### src/rtl/mul_div_unit_if.sv
// mul_div_unit_if: issue/result bundle between the EX-stage decoder and the mul/div unit
interface mul_div_unit_if #(parameter int DW = 32, parameter int OP_W = 3);
    logic            i_start;
    logic [OP_W-1:0] i_op;
    logic [DW-1:0]   i_a;
    logic [DW-1:0]   i_b;
    logic            o_busy;
    logic            o_done;
    logic [DW-1:0]   o_hi;
    logic [DW-1:0]   o_lo;
    modport master(output i_start, i_op, i_a, i_b, input o_busy, o_done, o_hi, o_lo);
    modport slave(input i_start, i_op, i_a, i_b, output o_busy, o_done, o_hi, o_lo);
endinterface

### src/rtl/mul_div_unit.sv
// mul_div_unit: radix-2 iterative MULT/MULTU/DIV/DIVU with HI/LO, constant ITER+1 latency
module mul_div_unit #(
    parameter int DW   = 32,
    parameter int OP_W = 3,
    parameter int ITER = 32
) (
    input logic          clk,
    input logic          rst,
    mul_div_unit_if.slave bus
);
    localparam logic [1:0] S_IDLE = 2'd0;
    localparam logic [1:0] S_RUN  = 2'd1;
    localparam logic [1:0] S_FIX  = 2'd2;
    localparam int CW = $clog2(ITER);
    logic [1:0]      r_state;
    logic [CW-1:0]   r_cnt;
    logic [2*DW-1:0] r_acc;
    logic [DW-1:0]   r_den;
    logic [DW-1:0]   r_a;
    logic [DW-1:0]   r_hi;
    logic [DW-1:0]   r_lo;
    logic            r_is_div;
    logic            r_dz;
    logic            r_sign_q;
    logic            r_sign_r;
    logic            r_done;
    logic            w_signed;
    logic            w_div;
    logic [DW-1:0]   w_abs_a;
    logic [DW-1:0]   w_abs_b;
    logic [DW:0]     w_msum;
    logic            w_ge;
    logic [DW-1:0]   w_sub;
    logic [2*DW-1:0] w_mstep;
    logic [2*DW-1:0] w_dstep;
    logic [2*DW-1:0] w_prod;
    logic [DW-1:0]   w_quo;
    logic [DW-1:0]   w_rem;
    assign w_signed = ~bus.i_op[0];
    assign w_div    = bus.i_op[1];
    // 0x80000000 negates to itself, which reads correctly as the unsigned magnitude 2^31
    assign w_abs_a  = (w_signed && bus.i_a[DW-1]) ? -bus.i_a : bus.i_a;
    assign w_abs_b  = (w_signed && bus.i_b[DW-1]) ? -bus.i_b : bus.i_b;
    assign w_msum   = {1'b0, r_acc[2*DW-1:DW]} + (r_acc[0] ? {1'b0, r_den} : {(DW+1){1'b0}});
    assign w_mstep  = {w_msum, r_acc[DW-1:1]};
    // Shifted partial remainder is DW+1 bits wide; it is below 2*divisor so the difference fits DW
    assign w_ge     = r_acc[2*DW-1:DW-1] >= {1'b0, r_den};
    assign w_sub    = r_acc[2*DW-2:DW-1] - r_den;
    assign w_dstep  = {w_ge ? w_sub : r_acc[2*DW-2:DW-1], r_acc[DW-2:0], w_ge};
    assign w_prod   = r_sign_q ? -r_acc : r_acc;
    assign w_quo    = r_sign_q ? -r_acc[DW-1:0] : r_acc[DW-1:0];
    assign w_rem    = r_sign_r ? -r_acc[2*DW-1:DW] : r_acc[2*DW-1:DW];
    assign bus.o_busy = r_state != S_IDLE;
    assign bus.o_done = r_done;
    assign bus.o_hi   = r_hi;
    assign bus.o_lo   = r_lo;
    always_ff @(posedge clk) begin
        if (rst) begin
            r_state  <= S_IDLE;
            r_cnt    <= '0;
            r_acc    <= '0;
            r_den    <= '0;
            r_a      <= '0;
            r_hi     <= '0;
            r_lo     <= '0;
            r_is_div <= 1'b0;
            r_dz     <= 1'b0;
            r_sign_q <= 1'b0;
            r_sign_r <= 1'b0;
            r_done   <= 1'b0;
        end else begin
            r_done <= 1'b0;
            if (r_state == S_IDLE && bus.i_start) begin
                if (!bus.i_op[2]) begin
                    r_state  <= S_RUN;
                    r_cnt    <= '0;
                    r_is_div <= w_div;
                    r_dz     <= bus.i_b == '0;
                    r_a      <= bus.i_a;
                    r_sign_q <= w_signed & (bus.i_a[DW-1] ^ bus.i_b[DW-1]);
                    r_sign_r <= w_signed & bus.i_a[DW-1];
                    r_acc    <= {{DW{1'b0}}, w_div ? w_abs_a : w_abs_b};
                    r_den    <= w_div ? w_abs_b : w_abs_a;
                end else if (bus.i_op == OP_W'(4)) begin
                    r_hi <= bus.i_a;
                end else if (bus.i_op == OP_W'(5)) begin
                    r_lo <= bus.i_a;
                end
            end else if (r_state == S_RUN) begin
                r_acc   <= r_is_div ? w_dstep : w_mstep;
                r_cnt   <= r_cnt + 1'b1;
                r_state <= (r_cnt == CW'(ITER - 1)) ? S_FIX : S_RUN;
            end else if (r_state == S_FIX) begin
                r_hi    <= !r_is_div ? w_prod[2*DW-1:DW] : r_dz ? r_a : w_rem;
                r_lo    <= !r_is_div ? w_prod[DW-1:0] : r_dz ? {DW{1'b1}} : w_quo;
                r_done  <= 1'b1;
                r_state <= S_IDLE;
            end
        end
    end
endmodule
### src/flat_wrapper.sv
// flat-port wrapper written by rule: the top's interface ports become plain ports
module mul_div_unit_flat 
#(
    parameter int DW   = 32,
    parameter int OP_W = 3,
    parameter int ITER = 32
)
  (clk, rst, bus_i_start, bus_i_op, bus_i_a, bus_i_b, bus_o_busy, bus_o_done, bus_o_hi, bus_o_lo);
  mul_div_unit_if #(.DW(DW), .OP_W(OP_W)) bus_i ();
  input logic clk;
  input logic rst;
  input wire logic [$bits(bus_i.i_start)-1:0] bus_i_start;
  input wire logic [$bits(bus_i.i_op)-1:0] bus_i_op;
  input wire logic [$bits(bus_i.i_a)-1:0] bus_i_a;
  input wire logic [$bits(bus_i.i_b)-1:0] bus_i_b;
  output wire logic [$bits(bus_i.o_busy)-1:0] bus_o_busy;
  output wire logic [$bits(bus_i.o_done)-1:0] bus_o_done;
  output wire logic [$bits(bus_i.o_hi)-1:0] bus_o_hi;
  output wire logic [$bits(bus_i.o_lo)-1:0] bus_o_lo;
  assign bus_i.i_start = bus_i_start;
  assign bus_i.i_op = bus_i_op;
  assign bus_i.i_a = bus_i_a;
  assign bus_i.i_b = bus_i_b;
  assign bus_o_busy = bus_i.o_busy;
  assign bus_o_done = bus_i.o_done;
  assign bus_o_hi = bus_i.o_hi;
  assign bus_o_lo = bus_i.o_lo;
  mul_div_unit #(.DW(DW), .OP_W(OP_W), .ITER(ITER)) u_core (.clk(clk), .rst(rst), .bus(bus_i));
endmodule
### config.mk
export PLATFORM = sky130hd
export DESIGN_NAME = mul_div_unit_flat
export DESIGN_NICKNAME = d
export VERILOG_FILES = /design/src/rtl/mul_div_unit_if.sv /design/src/rtl/mul_div_unit.sv /design/src/flat_wrapper.sv
export SDC_FILE = /design/constraint.sdc
export NUM_CORES = 1
export LEC_CHECK = 0
export CAP_MARGIN = 15
export CORE_MARGIN = 2
export CORE_UTILIZATION = 30
export CTS_CLUSTER_SIZE = 40
export DETAILED_ROUTE_END_ITERATION = 8
export PLACE_DENSITY = 0.54
export REMOVE_ABC_BUFFERS = 1
export SKIP_CTS_REPAIR_TIMING = 1
export SYNTH_ARGS = -nofsm -noshare
export SYNTH_HDL_FRONTEND = slang
export SYNTH_SLANG_ARGS = --single-unit
### constraint.sdc
create_clock -name clk -period 6.59 [get_ports clk]
set_clock_uncertainty 0.15 [all_clocks]
set_input_delay 1.318 -clock clk [delete_from_list [all_inputs] [get_ports clk]]
set_output_delay 1.318 -clock clk [all_outputs]
set_load 0.01 [all_outputs]
Word level (Yosys, flattened, before mapping):

Cells that the tools add are included.

* equal/unequal tests: 11
* $add $sub $neg: 8
* $lt $le $gt $ge: 1
* bitwise gates (word level): 5
* muxes and demuxes: 37
* reductions and logical operators: 15

Operators with widths (number)
* $mux W32: 23
* $mux W64: 5
* $neg A32 Y32: 4
* $neg A64 Y64: 1
* $add A32 B33 Y33: 1
* $ge A33 B32 Y1: 1
* $logic_not A32 Y1: 1
* $sub A32 B32 Y32: 1
* $mux W5: 3
* $mux W2: 5
* $ne A2 B2 Y1 const B: 5
* $eq A3 B3 Y1 const B: 2
* $reduce_and A2 Y1: 3
* $reduce_bool A2 Y1: 3
* $add A5 B1 Y5 const B: 1
* $eq A5 B5 Y1 const B: 1
* $reduce_and A5 Y1: 1
* $reduce_and A4 Y1: 1
* $logic_and A1 B1 Y1: 3
* $reduce_bool A3 Y1: 1
* $reduce_or A3 Y1: 1
* $and A1 B1 Y1: 2
* $eq A2 B1 Y1 const B: 1
* $eq A2 B2 Y1 const B: 1
* other kinds (5): 6

* bits in registers: 204
* logic and storage cells: 89
* input port bits: 70
* output and inout bits: 66

Depth between registers and ports, before layout:

Gate-level depths: netlist of the first run.

* depth after elaboration: 7
* mapped depth: 14
* depth with buffers taken out: 13

Least setup slack after synthesis of the first run:

OpenSTA, ideal clock, no wires.

* kind: in2reg
* start point: input bus_i_b[10]
* end point: register u_core.r_acc[29]
* path buffers: 0
* cell stages on the path: 8
* setup slack: 2.994 ns
* setup time: 0.092 ns
* data required time: 6.348 ns
* arrival: 3.354 ns
* path through: or4_1 > nor4_1 > and2_1 > nand2_1 > o31ai_1 > xnor2_1 > nor3_1 > nor4_1

* longest elaborated chain between the ends: 5

Ends and longest elaborated chain
* start, declared: line flat_wrapper.sv:15 `input wire logic [$bits(bus_i.i_b)-1:0] bus_i_b;`
* $neg A32 Y32: line mul_div_unit.sv:43 `assign w_abs_b = (w_signed && bus.i_b[DW-1]) ? -bus.i_b : bus.i_b;`
* $mux W32: line mul_div_unit.sv:43
* $mux W32: line mul_div_unit.sv:82 `r_acc <= {{DW{1'b0}}, w_div ? w_abs_a : w_abs_b};`
* $mux W64: line mul_div_unit.sv:74 `if (!bus.i_op[2]) begin`
* $mux W64: line mul_div_unit.sv:73 `if (r_state == S_IDLE && bus.i_start) begin`
* end signal, assigned: line mul_div_unit.sv:82
* end signal, assigned: line mul_div_unit.sv:90 `r_acc <= r_is_div ? w_dstep : w_mstep;`
* end, declared: line mul_div_unit.sv:17 `logic [2*DW-1:0] r_acc;`

Every way passes these cells. The select of a mux whose other input is x is not followed.
A chain may end at the register's enable or synchronous reset.

Worst setup path in the final report of the first run:

* start point: input bus_i_a[3]
* end point: register u_core.r_acc[23]

* longest elaborated chain between the ends: 5

Ends and longest elaborated chain
* start, declared: line flat_wrapper.sv:14 `input wire logic [$bits(bus_i.i_a)-1:0] bus_i_a;`
* $neg A32 Y32: line mul_div_unit.sv:42 `assign w_abs_a = (w_signed && bus.i_a[DW-1]) ? -bus.i_a : bus.i_a;`
* $mux W32: line mul_div_unit.sv:42
* $mux W32: line mul_div_unit.sv:82
* $mux W64: line mul_div_unit.sv:74
* $mux W64: line mul_div_unit.sv:73

Every way passes these cells. The select of a mux whose other input is x is not followed.

==> flow_summary.json, run 1 <==
{
  "ys_top_cells_by_area": "dfxtp_1 24%, a21oi_1 7.7%, nand2_1 6.4%",
  "avgRoutedWirePerCell_um": 22.3,
  "dr_wl_met3_um": 4390,
  "synth_enable_flop_cells": 0,
  "drt_pre_antenna_iters": 5,
  "largest_net_degree_at_the_start_of_global_routing": 69,
  "finalCritPeriodShare": 0.672,
  "rsz0062_at_grt": "false",
  "postSynth.topFlopCell": "dfxtp_1",
  "maxClockFrequency_ghz": 0.226,
  "die_x_um": 242,
  "hold-worst-slack_ns": 0.304,
  "finalSetupViolations": 0,
  "global_route.usage.total": 0.227,
  "syn-instance-count": 2340,
  "htree_levels": 1,
  "status": "finished, final reports clean",
  "min_period_ns": 4.43,
  "die_height_um": 242,
  "area_growth_pct": 14.4,
  "grt_pass1_vias": 16600,
  "post_synthesis_sequential_area_ratio": 0.240,
  "n_antenna_cell": 0,
  "detail_route.iter0.violations": 1871,
  "nets": 2502,
  "via_density": 5.72,
  "timing.critical_path.slowest_stage_cell": "nor4_1",
  "yosys_warnings": 0,
  "tritoncts.num_buffers": 25,
  "clockBufferDepth": 3,
  "worst_hold_path_type": "flip-flop to flip-flop",
  "finalHoldViolCount": 0,
  "finalMaxSlewViolations": 0,
  "grt_first_pass_wirelength_um": 105000,
  "cts.sinks": 204,
  "worstSetupPathType": "primary input to flip-flop",
  "share_of_layout_cells_above_drive_strength_1": 0.0535,
  "maxCapViolCount": 0,
  "setup_tns_ns": 0,
  "worstMarginPinSlew_ns": 1.08,
  "initial_antenna_violation_count": 1,
  "highest_metal_used": "met4",
  "end_kind": "flip-flop",
  "cellPowerDensity_nw_per_um2": 210,
  "timing.max_slew.rel_slack": 0.273,
  "floorplan.rows": 87,
  "worstSkewPairLatency_ns": 0.56,
  "cts_tree": "built",
  "grt_overflow": 0,
  "detailroute.via_count": 17900,
  "met2RoutedLength_um": 31200,
  "crit_buf_inv": 1,
  "final_antenna_net_count": 0,
  "setup.worst_path.start_class": "primary input",
  "synth.ff_latch_count": 204,
  "detail_route.wirelength.met1_um": 32300,
  "floorplan.core_area_um2": 56300,
  "critical_path.max_fanout": 7,
  "num_io_pins": 136,
  "final_critical_path_setup_slack_ns": 2.16,
  "ir_drop_uv": 176,
  "detailedPlacementHpwl_um": 52300,
  "gp_routability_congestion": 0.943,
  "asyncSetResetFlopFracSynth": 0,
  "routed_wirelength_um": 69800,
  "design.die.area_um2": 58800,
  "critPathRequiredTime_ns": 6.84,
  "path_clk_slew_ns": 0.06,
  "floorplan.initialDensity": 0.303,
  "syn-mean-instance-area_um2": 7.29,
  "post_synth_instance_area_um2": 17100,
  "critical_path_arrival_ns": 4.68,
  "slowest_delay_ns": 0.95,
  "r2r_setup_slack_ns": 2.20,
  "worst_path_dominant_cell_family": "simple AND/OR/NAND/NOR gates",
  "netlist.area_leader.share": 0.240,
  "drc": 0,
  "placement.io_buffers": 135,
  "layout_commonest_cell": "nand2_1",
  "power.static_leakage_uw": 0.00717,
  "mostFrequentLayoutCells": "288 x nand2_1, 261 x a21oi_1, 225 x nor2_1, 202 x dfxtp_1, 160 x o21ai_0",
  "clockRootBuffer": "clkbuf_16",
  "path_cells": "clkdlybuf4s50_1 > nor4_1 > nand4_1 > nor4_1 > a21oi_1 > xnor2_1 > mux2i_1 > a21oi_1 > nor3_1",
  "synth.largest_area_cell": "dfxtp_1",
  "post_placement_worst_setup_slack_ns": 1.71,
  "synth.distinct_cells": 95
}
==> worst min-delay path, delay by kind of cell (launching register included) <==
kind,cells,cell delay (ns)
DFF,1,0.30
and+or+nand+nor,1,0.05
AOI/OAI and AO/OA,1,0.05
==> layer usage <==
layer  GRT usage  vias to the layer above
met5           0                        -
met4      0.0599                        0
met3      0.0308                       88
met2       0.363                      684
met1       0.320                     8629
li1            -                     8500
==> through the flow <==
stage / instances / area [um^2] / total power (uW) / utilization
after floorplan: 2164 / 16100 / 2210 / -
after global placement: 3085 / 18700 / 2700 / 0.332
after detailed placement: 3085 / 18700 / 2710 / 0.332
after CTS: 3129 / 19500 / 4100 / 0.347
after global routing: 3130 / 19500 / 4280 / 0.347
final: 3130 / 19500 / 4110 / 0.347
==> final cells by class <==
class,instances,area [um^2]
well taps,756,946
clock buffers,40,772
multi-input cells,1891,11800
fillers,6032,36800
clock inverters,4,27.5
repair buffers,166,1580
flip-flops and latches,204,4090
inverters,69,259
==> sequential cells by signal (all words and copies together), names as in the netlist, 2 cells and up <==
name and cells:
u_core.r_acc 64, u_core.bus.o_hi 32, u_core.bus.o_lo 32, u_core.r_a 32, u_core.r_den 32, u_core.r_cnt 5, u_core.r_state 2
==> Yosys cell counts, types with 12 or more instances <==
cell / count
a31oi_1: 25
clkbuf_1: 132
nand2_1: 289
buf_1: 12
and3_1: 22
a21o_1: 29
xor2_1: 62
mux2i_1: 72
o211ai_1: 31
nand2b_1: 17
nor3_1: 67
o21ai_0: 160
o21a_1: 16
a21oi_1: 261
o221ai_1: 32
nor2_1: 228
nor4_1: 23
xnor2_1: 109
nand3_1: 35
inv_1: 68
dfxtp_1: 204
o22ai_1: 22
nand4_1: 21
or3_1: 16
nor2b_1: 15
o31ai_1: 28
and2_1: 17
a211oi_1: 39
ha_1: 73
a311oi_1: 13
a22oi_1: 18
==> power breakdown <==
part	switching [uW]	internal, uW	leakage (uW)	total [uW]
sequential	100	1300	0.00166	1400
clock	602	798	0.000397	1400
combinational	837	470	0.00511	1310
total	1540	2570	0.00717	4110
==> path summary, 6_finish.rpt <==
kind | from | end | cells after the start
setup / recovery | bus_i_a[3] | u_core.r_acc[23] | 9
hold / removal | u_core.bus.o_lo[1] | u_core.bus.o_lo[1] | 2
setup reg to reg | u_core.r_acc[49] | u_core.r_acc[48] | 11
hold reg to reg | u_core.bus.o_lo[1] | u_core.bus.o_lo[1] | 2
==> kinds of logic after synthesis <==
family | after synthesis | share of synthesized area
mux | 81 | 0.0482
buf+inv | 245 | 0.0689
compound gates | 766 | 0.282
simple gates | 798 | 0.217
fa+ha+maj | 75 | 0.0559
xor+xnor | 171 | 0.0878
flops | 204 | 0.240
Note: power is estimated with default switching activity, not from simulation.
==> inputs of run 2 (changes only) <==
Clock period 6.59 ns to 4.42 ns, I/O delays scaled along.
==> run 2 against run 1 <==
  * Flip-flop and latch count unchanged
  * Worst setup slack worse by 1.8 ns
  * Final cell count up 1.8%
  * Sequential share of layout area down 0.57 points
  * Register-to-register slack worse by 1.7 ns
  * Via count up 2.0%
  * Clock power up 70%
  * Core utilization up 0.96 points
  * Critical path depth up 1
  * Die area unchanged
  * Design area up 2.8%
  * Sequential power up 49%
==> flow_summary.json, run 2 (synthesized netlist as in run 1, its figures left out) <==
{
  "status": "finished, final reports clean",
  "critPathRequiredTime_ns": 4.68,
  "finalCritPeriodShare": 0.910,
  "die_height_um": 242,
  "end_kind": "flip-flop",
  "drt_pre_antenna_iters": 5,
  "worstSkewPairLatency_ns": 0.56,
  "detailedPlacementHpwl_um": 53600,
  "stdcell_area_um2": 20100,
  "grt_overflow": 0,
  "setup.worst_path.start_class": "primary input",
  "critical_path.max_fanout": 5,
  "layout_commonest_cell": "nand2_1",
  "detail_route.iter0.violations": 1951,
  "placedInstanceArea_um2": 19100,
  "clockBufferDepth": 3,
  "finalMaxSlewViolations": 0,
  "power.static_leakage_uw": 0.00751,
  "tritoncts.num_buffers": 26,
  "min_period_ns": 4.02,
  "area_taken_by_multi_input_logic_gates_um2": 11800,
  "finalHoldViolCount": 0,
  "grt_first_pass_wirelength_um": 108000,
  "via_density": 5.73,
  "routed_wirelength_um": 71500,
  "number_of_flip_flops_in_the_largest_register": 64,
  "rsz0062_at_grt": "false",
  "final_antenna_net_count": 0,
  "finish.utilization": 0.356,
  "area_growth_pct": 17.6,
  "ir_drop_uv": 253,
  "detailroute.via_count": 18300,
  "final.fill_count": 5995,
  "gp_routability_congestion": 0.953,
  "path_clk_slew_ns": 0.06,
  "cts.sinks": 204,
  "registers.top_by_ff_count": "u_core.r_acc",
  "share_of_layout_cells_above_drive_strength_1": 0.0753,
  "floorplan.core_area_um2": 56300,
  "avgRoutedWirePerCell_um": 22.4,
  "clockRootBuffer": "clkbuf_16",
  "largest_net_degree_at_the_start_of_global_routing": 92,
  "seqCellArea_um2": 4090,
  "finalSetupViolations": 0,
  "maxCapViolCount": 0,
  "setup_tns_ns": 0,
  "worstSetupPathType": "primary input to flip-flop",
  "worst_hold_path_type": "flip-flop to flip-flop",
  "initial_antenna_violation_count": 0,
  "maxClockFrequency_ghz": 0.249,
  "num_io_pins": 136,
  "timing.max_slew.rel_slack": 0.267,
  "n_antenna_cell": 0,
  "critical_path_arrival_ns": 4.28,
  "design.die.area_um2": 58800,
  "htree_levels": 1,
  "floorplan.initialDensity": 0.303,
  "cellPowerDensity_nw_per_um2": 323,
  "mostFrequentLayoutCells": "288 x nand2_1, 261 x a21oi_1, 226 x nor2_1, 202 x dfxtp_1, 160 x o21ai_0",
  "cts_tree": "built",
  "die_x_um": 242,
  "worstMarginPinSlew_ns": 1.09,
  "placement.io_buffers": 135,
  "floorplan.rows": 87,
  "nets": 2557,
  "global_route.usage.total": 0.235,
  "grt_pass1_vias": 17500,
  "drc": 0
}
==> run 2: changes by cell type in the layout (fill, tap and decap cells not counted), sizes merged <==
cell    delta
inv        -2
bufinv     +5
clkbuf     -4
clkinv     +4
buf       +54
==> run 2: routing by layer <==
metal	global-route usage	share of wire	up-vias
li1	-	-	8608
met1	0.333	0.46	8808
met2	0.366	0.44	734
met3	0.0356	0.072	112
met4	0.0672	0.029	0
met5	0	0	-
==> run 2: final cells by class <==
type	count	area share
clock inverter	11	0.00898
timing repair buffer	220	0.100
sequential	204	0.204
tap	756	0.0472
clock buffer	36	0.0369
inverter	69	0.0129
multi-input combinational	1891	0.590
==> run 2: critical path: stages <==
cell	delay, ns
clkdlybuf4s50_1	0.42
nor4_1	0.93
nand4_1	0.44
nor4_1	0.47
buf_4	0.22
and3b_1	0.17
o21a_1	0.12
mux2_2	0.15
o21ai_1	0.05
o21ai_1	0.40
==> run 2: worst paths after layout <==
check	slack (ns)	to	cells past startpoint	startpoint
min	0.30	u_core.r_den[3]	2	u_core.r_den[3]
max	0.40	u_core.r_acc[31]	10	bus_i_a[2]
max reg2reg	0.53	u_core.r_acc[63]	13	u_core.r_acc[0]
min reg2reg	0.30	u_core.r_den[3]	2	u_core.r_den[3]
==> run 2: stage by stage <==
stage | hold WS, ns | power (uW) | setup WS (ns) | cells
floorplan | 0.276 | 3300 | -1.56 | 2164
global placement | 0.292 | 4070 | -0.137 | 3140
detailed placement | 0.295 | 4080 | -0.0671 | 3140
CTS | 0.303 | 6460 | 0.502 | 3187
global route | 0.319 | 6740 | 0.291 | 3187
finish | 0.300 | 6480 | 0.398 | 3187
==> run 2: where the power goes <==
part           internal, uW  leakage [uW]  switching (uW)
Combinational           744       0.00539            1280
Sequential             1940       0.00166             140
Clock                  1450      0.000456             924
Total                  4130       0.00751            2340
